$ cat src/rtl/ps2_digit_entry_pkg.sv
// Shared types and helpers for the PS/2 digit entry front end.
package ps2_entry_pkg;
    localparam int DIGIT_W  = 4;
    localparam int NUM_KEYS = 10;

    typedef enum logic [1:0] {IDLE, CONVERT, DONE} state_t;

    // Caller truncates the result to its own accumulator width.
    function automatic logic [31:0] mul10_add(input logic [31:0] acc, input logic [DIGIT_W-1:0] nibble);
        return (acc << 3) + (acc << 1) + 32'(nibble);
    endfunction
endpackage

$ cat src/rtl/ps2_digit_entry_if.sv
// Key levels, control pulses and entry/result outputs of the digit entry block.
interface ps2_digit_entry_if #(parameter int DIGITS = 4, parameter int VALUE_W = 14);
    import ps2_entry_pkg::*;

    logic [NUM_KEYS-1:0]            key_level;
    logic                           clear;
    logic                           commit;
    logic [DIGIT_W*DIGITS-1:0]      digits_bcd;
    logic [$clog2(DIGITS+1)-1:0]    digit_count;
    logic                           digit_valid;
    logic                           overflow;
    logic                           busy;
    logic [VALUE_W-1:0]             value;
    logic                           value_valid;

    modport master (
        output key_level, clear, commit,
        input  digits_bcd, digit_count, digit_valid, overflow, busy, value, value_valid
    );

    modport slave (
        input  key_level, clear, commit,
        output digits_bcd, digit_count, digit_valid, overflow, busy, value, value_valid
    );
endinterface

$ cat src/rtl/ps2_digit_entry_key_sync_edge.sv
// Brings the PS2-domain key levels across, detects rising edges, picks the lowest key.
module key_sync_edge
    import ps2_entry_pkg::*;
(
    input  logic                clk,
    input  logic                rst,
    input  logic [NUM_KEYS-1:0] i_key_level,
    output logic                o_press,
    output logic [DIGIT_W-1:0]  o_press_digit
);
    logic [NUM_KEYS-1:0] r_meta;
    logic [NUM_KEYS-1:0] r_sync;
    logic [NUM_KEYS-1:0] r_prev;
    logic [NUM_KEYS-1:0] w_edge;

    always_ff @(posedge clk or posedge rst) begin
        if (rst) begin
            r_meta <= '0;
            r_sync <= '0;
            r_prev <= '0;
        end else begin
            r_meta <= i_key_level;
            r_sync <= r_meta;
            r_prev <= r_sync;
        end
    end

    assign w_edge = r_sync & ~r_prev;

    // Scan downward so the lowest set index is the one left standing.
    always_comb begin
        o_press       = 1'b0;
        o_press_digit = '0;
        for (int i = NUM_KEYS - 1; i >= 0; i--) begin
            if (w_edge[i]) begin
                o_press       = 1'b1;
                o_press_digit = DIGIT_W'(i);
            end
        end
    end
endmodule

$ cat src/rtl/ps2_digit_entry.sv
// Digit entry buffer with multi-cycle BCD-to-binary conversion on commit.
module ps2_digit_entry
    import ps2_entry_pkg::*;
#(
    parameter int DIGITS  = 4,
    parameter int VALUE_W = 14
) (
    input  logic              CLOCK_50,
    input  logic              reset,
    ps2_digit_entry_if.slave  bus
);
    localparam int CNT_W = $clog2(DIGITS + 1);
    localparam int IDX_W = (DIGITS > 1) ? $clog2(DIGITS) : 1;

    state_t                    r_state, w_state_nxt;
    logic [DIGIT_W*DIGITS-1:0] r_buf;
    logic [CNT_W-1:0]          r_cnt;
    logic [VALUE_W-1:0]        r_acc, r_value, w_acc_nxt;
    logic [IDX_W-1:0]          r_idx;
    logic                      r_digit_valid, r_overflow;
    logic                      w_press;
    logic [DIGIT_W-1:0]        w_press_digit, w_nibble;
    logic                      w_append, w_ovf, w_empty, w_start, w_step;

    key_sync_edge u_sync (
        .clk          (CLOCK_50),
        .rst          (reset),
        .i_key_level  (bus.key_level),
        .o_press      (w_press),
        .o_press_digit(w_press_digit)
    );

    assign w_nibble  = r_buf[int'(r_idx)*DIGIT_W +: DIGIT_W];
    assign w_acc_nxt = VALUE_W'(mul10_add(32'(r_acc), w_nibble));

    always_ff @(posedge CLOCK_50 or posedge reset) begin
        if (reset) r_state <= IDLE;
        else       r_state <= w_state_nxt;
    end

    always_comb begin
        w_state_nxt = r_state;
        w_append    = 1'b0;
        w_ovf       = 1'b0;
        w_empty     = 1'b0;
        w_start     = 1'b0;
        w_step      = 1'b0;
        case (r_state)
            IDLE: begin
                if (bus.clear) begin
                    w_empty = 1'b1;
                end else if (bus.commit) begin
                    w_start     = 1'b1;
                    w_state_nxt = CONVERT;
                end else if (w_press) begin
                    if (r_cnt < CNT_W'(DIGITS)) w_append = 1'b1;
                    else                        w_ovf    = 1'b1;
                end
            end
            CONVERT: begin
                if (bus.clear) begin
                    w_empty     = 1'b1;
                    w_state_nxt = IDLE;
                end else begin
                    w_step = 1'b1;
                    if (r_idx == '0) w_state_nxt = DONE;
                end
            end
            DONE: begin
                w_empty     = 1'b1;
                w_state_nxt = IDLE;
            end
            default: w_state_nxt = IDLE;
        endcase
    end

    always_ff @(posedge CLOCK_50 or posedge reset) begin
        if (reset) begin
            r_buf         <= '0;
            r_cnt         <= '0;
            r_acc         <= '0;
            r_idx         <= '0;
            r_value       <= '0;
            r_digit_valid <= 1'b0;
            r_overflow    <= 1'b0;
        end else begin
            r_digit_valid <= w_append;
            r_overflow    <= w_ovf;
            if (w_empty) begin
                r_buf <= '0;
                r_cnt <= '0;
            end else if (w_append) begin
                r_buf <= {r_buf[DIGIT_W*DIGITS-DIGIT_W-1:0], w_press_digit};
                r_cnt <= r_cnt + CNT_W'(1);
            end
            if (w_start) begin
                r_acc <= '0;
                r_idx <= IDX_W'(DIGITS - 1);
            end else if (w_step) begin
                r_acc <= w_acc_nxt;
                r_idx <= r_idx - IDX_W'(1);
                // Final nibble lands in value as DONE is entered, so it is valid alongside value_valid.
                if (r_idx == '0) r_value <= w_acc_nxt;
            end
        end
    end

    assign bus.digits_bcd  = r_buf;
    assign bus.digit_count = r_cnt;
    assign bus.digit_valid = r_digit_valid;
    assign bus.overflow    = r_overflow;
    assign bus.busy        = (r_state == CONVERT);
    assign bus.value       = r_value;
    assign bus.value_valid = (r_state == DONE);
endmodule

$ cat src/flat_wrapper.sv
// flat-port wrapper written by rule: the top's interface ports become plain ports
module ps2_digit_entry_flat import ps2_entry_pkg::*;
#(
    parameter int DIGITS  = 4,
    parameter int VALUE_W = 14
)
  (CLOCK_50, reset, bus_key_level, bus_clear, bus_commit, bus_digits_bcd, bus_digit_count, bus_digit_valid, bus_overflow, bus_busy, bus_value, bus_value_valid);
  ps2_digit_entry_if #(.DIGITS(DIGITS), .VALUE_W(VALUE_W)) bus_i ();
  input  logic CLOCK_50;
  input  logic reset;
  input wire logic [$bits(bus_i.key_level)-1:0] bus_key_level;
  input wire logic [$bits(bus_i.clear)-1:0] bus_clear;
  input wire logic [$bits(bus_i.commit)-1:0] bus_commit;
  output wire logic [$bits(bus_i.digits_bcd)-1:0] bus_digits_bcd;
  output wire logic [$bits(bus_i.digit_count)-1:0] bus_digit_count;
  output wire logic [$bits(bus_i.digit_valid)-1:0] bus_digit_valid;
  output wire logic [$bits(bus_i.overflow)-1:0] bus_overflow;
  output wire logic [$bits(bus_i.busy)-1:0] bus_busy;
  output wire logic [$bits(bus_i.value)-1:0] bus_value;
  output wire logic [$bits(bus_i.value_valid)-1:0] bus_value_valid;
  assign bus_i.key_level = bus_key_level;
  assign bus_i.clear = bus_clear;
  assign bus_i.commit = bus_commit;
  assign bus_digits_bcd = bus_i.digits_bcd;
  assign bus_digit_count = bus_i.digit_count;
  assign bus_digit_valid = bus_i.digit_valid;
  assign bus_overflow = bus_i.overflow;
  assign bus_busy = bus_i.busy;
  assign bus_value = bus_i.value;
  assign bus_value_valid = bus_i.value_valid;
  ps2_digit_entry #(.DIGITS(DIGITS), .VALUE_W(VALUE_W)) u_core (.CLOCK_50(CLOCK_50), .reset(reset), .bus(bus_i));
endmodule
$ cat config.mk
export PLATFORM = sky130hd
export DESIGN_NAME = ps2_digit_entry_flat
export DESIGN_NICKNAME = d
export VERILOG_FILES = /design/src/rtl/ps2_digit_entry_pkg.sv /design/src/rtl/ps2_digit_entry_if.sv /design/src/rtl/ps2_digit_entry_key_sync_edge.sv /design/src/rtl/ps2_digit_entry.sv /design/src/flat_wrapper.sv
export SDC_FILE = /design/constraint.sdc
export NUM_CORES = 1
export LEC_CHECK = 0
export ABC_AREA = 1
export ABC_CLOCK_PERIOD_IN_PS = 2500
export CORE_UTILIZATION = 50
export DETAILED_ROUTE_END_ITERATION = 10
export PLACE_DENSITY = 0.76
export SYNTH_ARGS = -nofsm -noshare
export SYNTH_HDL_FRONTEND = slang
export SYNTH_SLANG_ARGS = --single-unit
$ cat constraint.sdc
create_clock -name CLOCK_50 -period 2.5 [get_ports CLOCK_50]
set_input_delay 0.25 -clock CLOCK_50 [delete_from_list [all_inputs] [get_ports CLOCK_50]]
set_output_delay 0.25 -clock CLOCK_50 [all_outputs]
set_load 0.05 [all_outputs]
==> impl_metrics.tcl <==
set metrics [dict create \
    outcome "finished with violations" \
    violations "negative setup slack" \
    ys.warnings.count 0 \
    r2r-end "u_core.bus.value[8]$_DFFE_PP0P_" \
    drtPass1Iterations 4 \
    area.growth.synth_to_final_pct 30.11 \
    drtIter0Drc 198 \
    vias 3170 \
    nNetsFinal 553 \
    layout_common_cells "nand2_1 (106), dfrtp_1 (77), inv_1 (58), clkdlybuf4s50_1 (50), ha_1 (21)" \
    yosysSeqAreaShare 0.5187 \
    ios 51 \
    yosysTopAreaCellShare 0.5187 \
    cap_violations 0 \
    setup_viol 11 \
    final_hold_viol_count 0 \
    fmax_mhz 391.3 \
    wl_per_cell_um 14.62 \
    skew_ns 0.01296 \
    grt_pass1_vias 3186 \
    cts_tree "done" \
    tightestPinTransition_ns 0.6168 \
    filler_cell_count 618 \
    ir_worst_vdd_mv 0.5308 \
    worstSetupStartpoint "u_core.r_idx[0]$_DFFE_PP0P_" \
    synth_nets 480 \
    layout_commonest_cell "nand2_1" \
    synth_area_leader_cell "dfrtp_1" \
    synth_area_sq_um 3956 \
    ff2ff_setup_slack_ns -0.06 \
    antenna_found_initial 0 \
    gp_congestion 0.8554 \
    ant_nets 0 \
    hpwl_um 6295 \
    drc 0 \
    port_buffers 50 \
    clock_path_buffers 2 \
    worstSetupPathType "flip-flop to flip-flop" \
    final_cells 620 \
    grt_start_max_net_pins 36 \
    gr-total-overflow 0 \
    worstHoldPathType "input pin to asynchronous set/reset pin" \
    min_period_ns 2.556 \
    cts_hold_buffers 0 \
    cp-start-kind "flip-flop" \
    initial_core_util 0.5146 \
    syn_area_per_cell_sq_um 8.992 \
    fin_ws_ns -0.05576 \
    crit_chain "inv_4, o21ai_0, a21oi_1, a21oi_1, ha_1, ha_4, inv_4, fa_2, o21ai_4, a21oi_2, xnor2_2, nand2_1, nand2_1" \
    reg2reg_from "u_core.r_idx[0]$_DFFE_PP0P_" \
    die_w_um 90.95 \
    crit_family "adder cells" \
    cts_buffers 9 \
    synth_area_leaders "dfrtp_1 (52%), nand2_1 (11%), ha_1 (7.6%)" \
    relSlewSlack 0.5883 \
    track_usage 0.2252 \
    tns_ns -0.3053 \
    syn_inst 440 \
    slew_viol_final 0 \
    end_kind "flip-flop" \
    htreeDepth 3 \
    crit_buf_inv 2 \
    stdcell_area_sq_um 5147 \
    p_leak_uw 0.002577 \
    fin_crit_sh 1.022 \
    grt_pass1_wl_um 14500 \
    worstPathMaxFanout 7 \
    ys_ff_latch 82 \
    clkLatencyLatePin_ns 0.36 \
    core_area_sq_um 7687 \
    rows 32 \
    grt_setup_unrepaired "yes" \
    antenna_cells 0 \
    r2r_cells 13 \
    clockRootBuffer "clkbuf_8" \
    cts_num_sinks 82 \
    power.density_nw_per_um2 1014 \
    drive_above_1_share 0.2085 \
    dpl_cell_area_sq_um 4617 \
    avgViaCountPerCell 5.113 \
    slowest_stage "dfrtp_2" \
    slowest_delay_ns 0.48 \
    place_inst 594 \
    cp.required_ns 2.75 \
    wl_um 9066 \
    die_y_um 90.95 \
    cp.arrival_ns 2.80 \
    synth_cell_type_count 33 \
    clk_pin_slew_ns 0.10 \
    die_area_sq_um 8272 \
]
synth_stat cells:
cell,n
nor2_1,21
o21ai_1,10
nand2_2,2
xor2_1,3
buf_6,2
ha_1,24
nor3_1,1
nand3_1,25
fa_1,2
buf_4,1
inv_1,62
nor4_4,1
buf_12,1
xnor2_1,4
nand3b_1,4
o211ai_1,1
o21ai_0,25
nand3_2,2
a21oi_1,20
nor2_2,3
o22ai_1,3
dfrtp_1,82
clkinv_1,2
inv_4,1
nand3_4,1
buf_2,3
inv_2,2
nand4_1,4
o21bai_1,2
a22o_1,1
nand2_1,116
o21ai_2,7
clkbuf_1,2
worst max-delay path by stage:
stage	end	slack [ns]	cells past startpoint
finish	u_core.bus.value[8]$_DFFE_PP0P_	-0.06	13
CTS	u_core.bus.value[7]$_DFFE_PP0P_	0.003	13
global route	u_core.bus.value[8]$_DFFE_PP0P_	-0.18	13
floorplan	u_core.bus.digits_bcd[11]$_DFFE_PP0P_	-0.04	1
detailed placement	u_core.r_acc[10]$_DFFE_PP0P_	-0.08	14
global placement	u_core.bus.value[8]$_DFFE_PP0P_	0.03	10
layout make-up:
class                           count  area (sq um)  share of cell area
Clock buffer                        9         123.9             0.02406
Clock inverter                      7         76.32             0.01483
Inverter                           67         260.3             0.05056
Multi-Input combinational cell    282          1812              0.3520
Sequential cell                    82          2058              0.3999
Tap cell                          102         127.6             0.02479
Timing Repair Buffer               71         689.4              0.1339
per-stage QoR:
| stage | setup WS (ns) | utilization | total power [uW] | hold WS [ns] |
|---|---|---|---|---|
| 2_1_floorplan | -0.04268 | - | 3174 | 0.2814 |
| 3_3_place_gp | 0.03298 | 0.6006 | 3728 | 0.3316 |
| 3_5_place_dp | -0.08268 | 0.6006 | 3768 | 0.3347 |
| 4_1_cts | 0.002815 | 0.6313 | 4783 | 0.2641 |
| 5_1_grt | -0.1821 | 0.6696 | 5522 | 0.3068 |
| 6_report | -0.05576 | 0.6696 | 5217 | 0.2611 |
registers in the layout, summed over array words and instances (netlist names):
| name | cells |
|---|---|
| u_core.bus.overflow | 1 |
| u_core.u_sync.r_sync | 10 |
| u_core.bus.value | 14 |
| u_core.u_sync.r_prev | 10 |
| u_core.bus.digit_count | 3 |
| u_core.u_sync.r_meta | 10 |
| u_core.r_acc | 13 |
| u_core.r_state | 2 |
| u_core.bus.digit_valid | 1 |
| u_core.bus.digits_bcd | 16 |
| u_core.r_idx | 2 |
logic make-up after synthesis:
| group | synth area share |
|---|---|
| compound gates | 0.09773 |
| simple gates | 0.1996 |
| buf+inv | 0.08254 |
| flops | 0.5187 |
| fa+ha+maj | 0.08602 |
| xor+xnor | 0.01550 |
per-layer routing:
layer | global-route usage | share of wire | vias to the layer above
li1 | - | - | 1557
met1 | 0.2985 | 0.46 | 1514
met2 | 0.3718 | 0.49 | 86
met3 | 0.03350 | 0.035 | 13
met4 | 0.09259 | 0.019 | 0
met5 | 0 | 0 | -
timing repair:
action / CTS / global route
pin swaps: 10 / 30
endpoints found under the setup margin: 15 / 18
hold endpoints to repair: 0 / 0
resized for setup: 14 / 54
buffers inserted: 1 / 9
power breakdown:
part           leakage (uW)  internal, uW  switching (uW)
registers           0.00104          1560             199
clock network      0.000103           399             567
logic               0.00143           975            1510
total               0.00258          2940            2280
worst register-to-register path: cells and delay by family, from the launching register on:
family	cells	cell delay, ns
AND/OR/NAND/NOR	2	0.15
flip-flops	1	0.48
XOR/XNOR	1	0.16
buffers and inverters	2	0.12
adder cells (fa/ha/maj)	3	0.83
AO/OA/AOI/OAI	5	0.73
(Power assumes the default switching activity.)
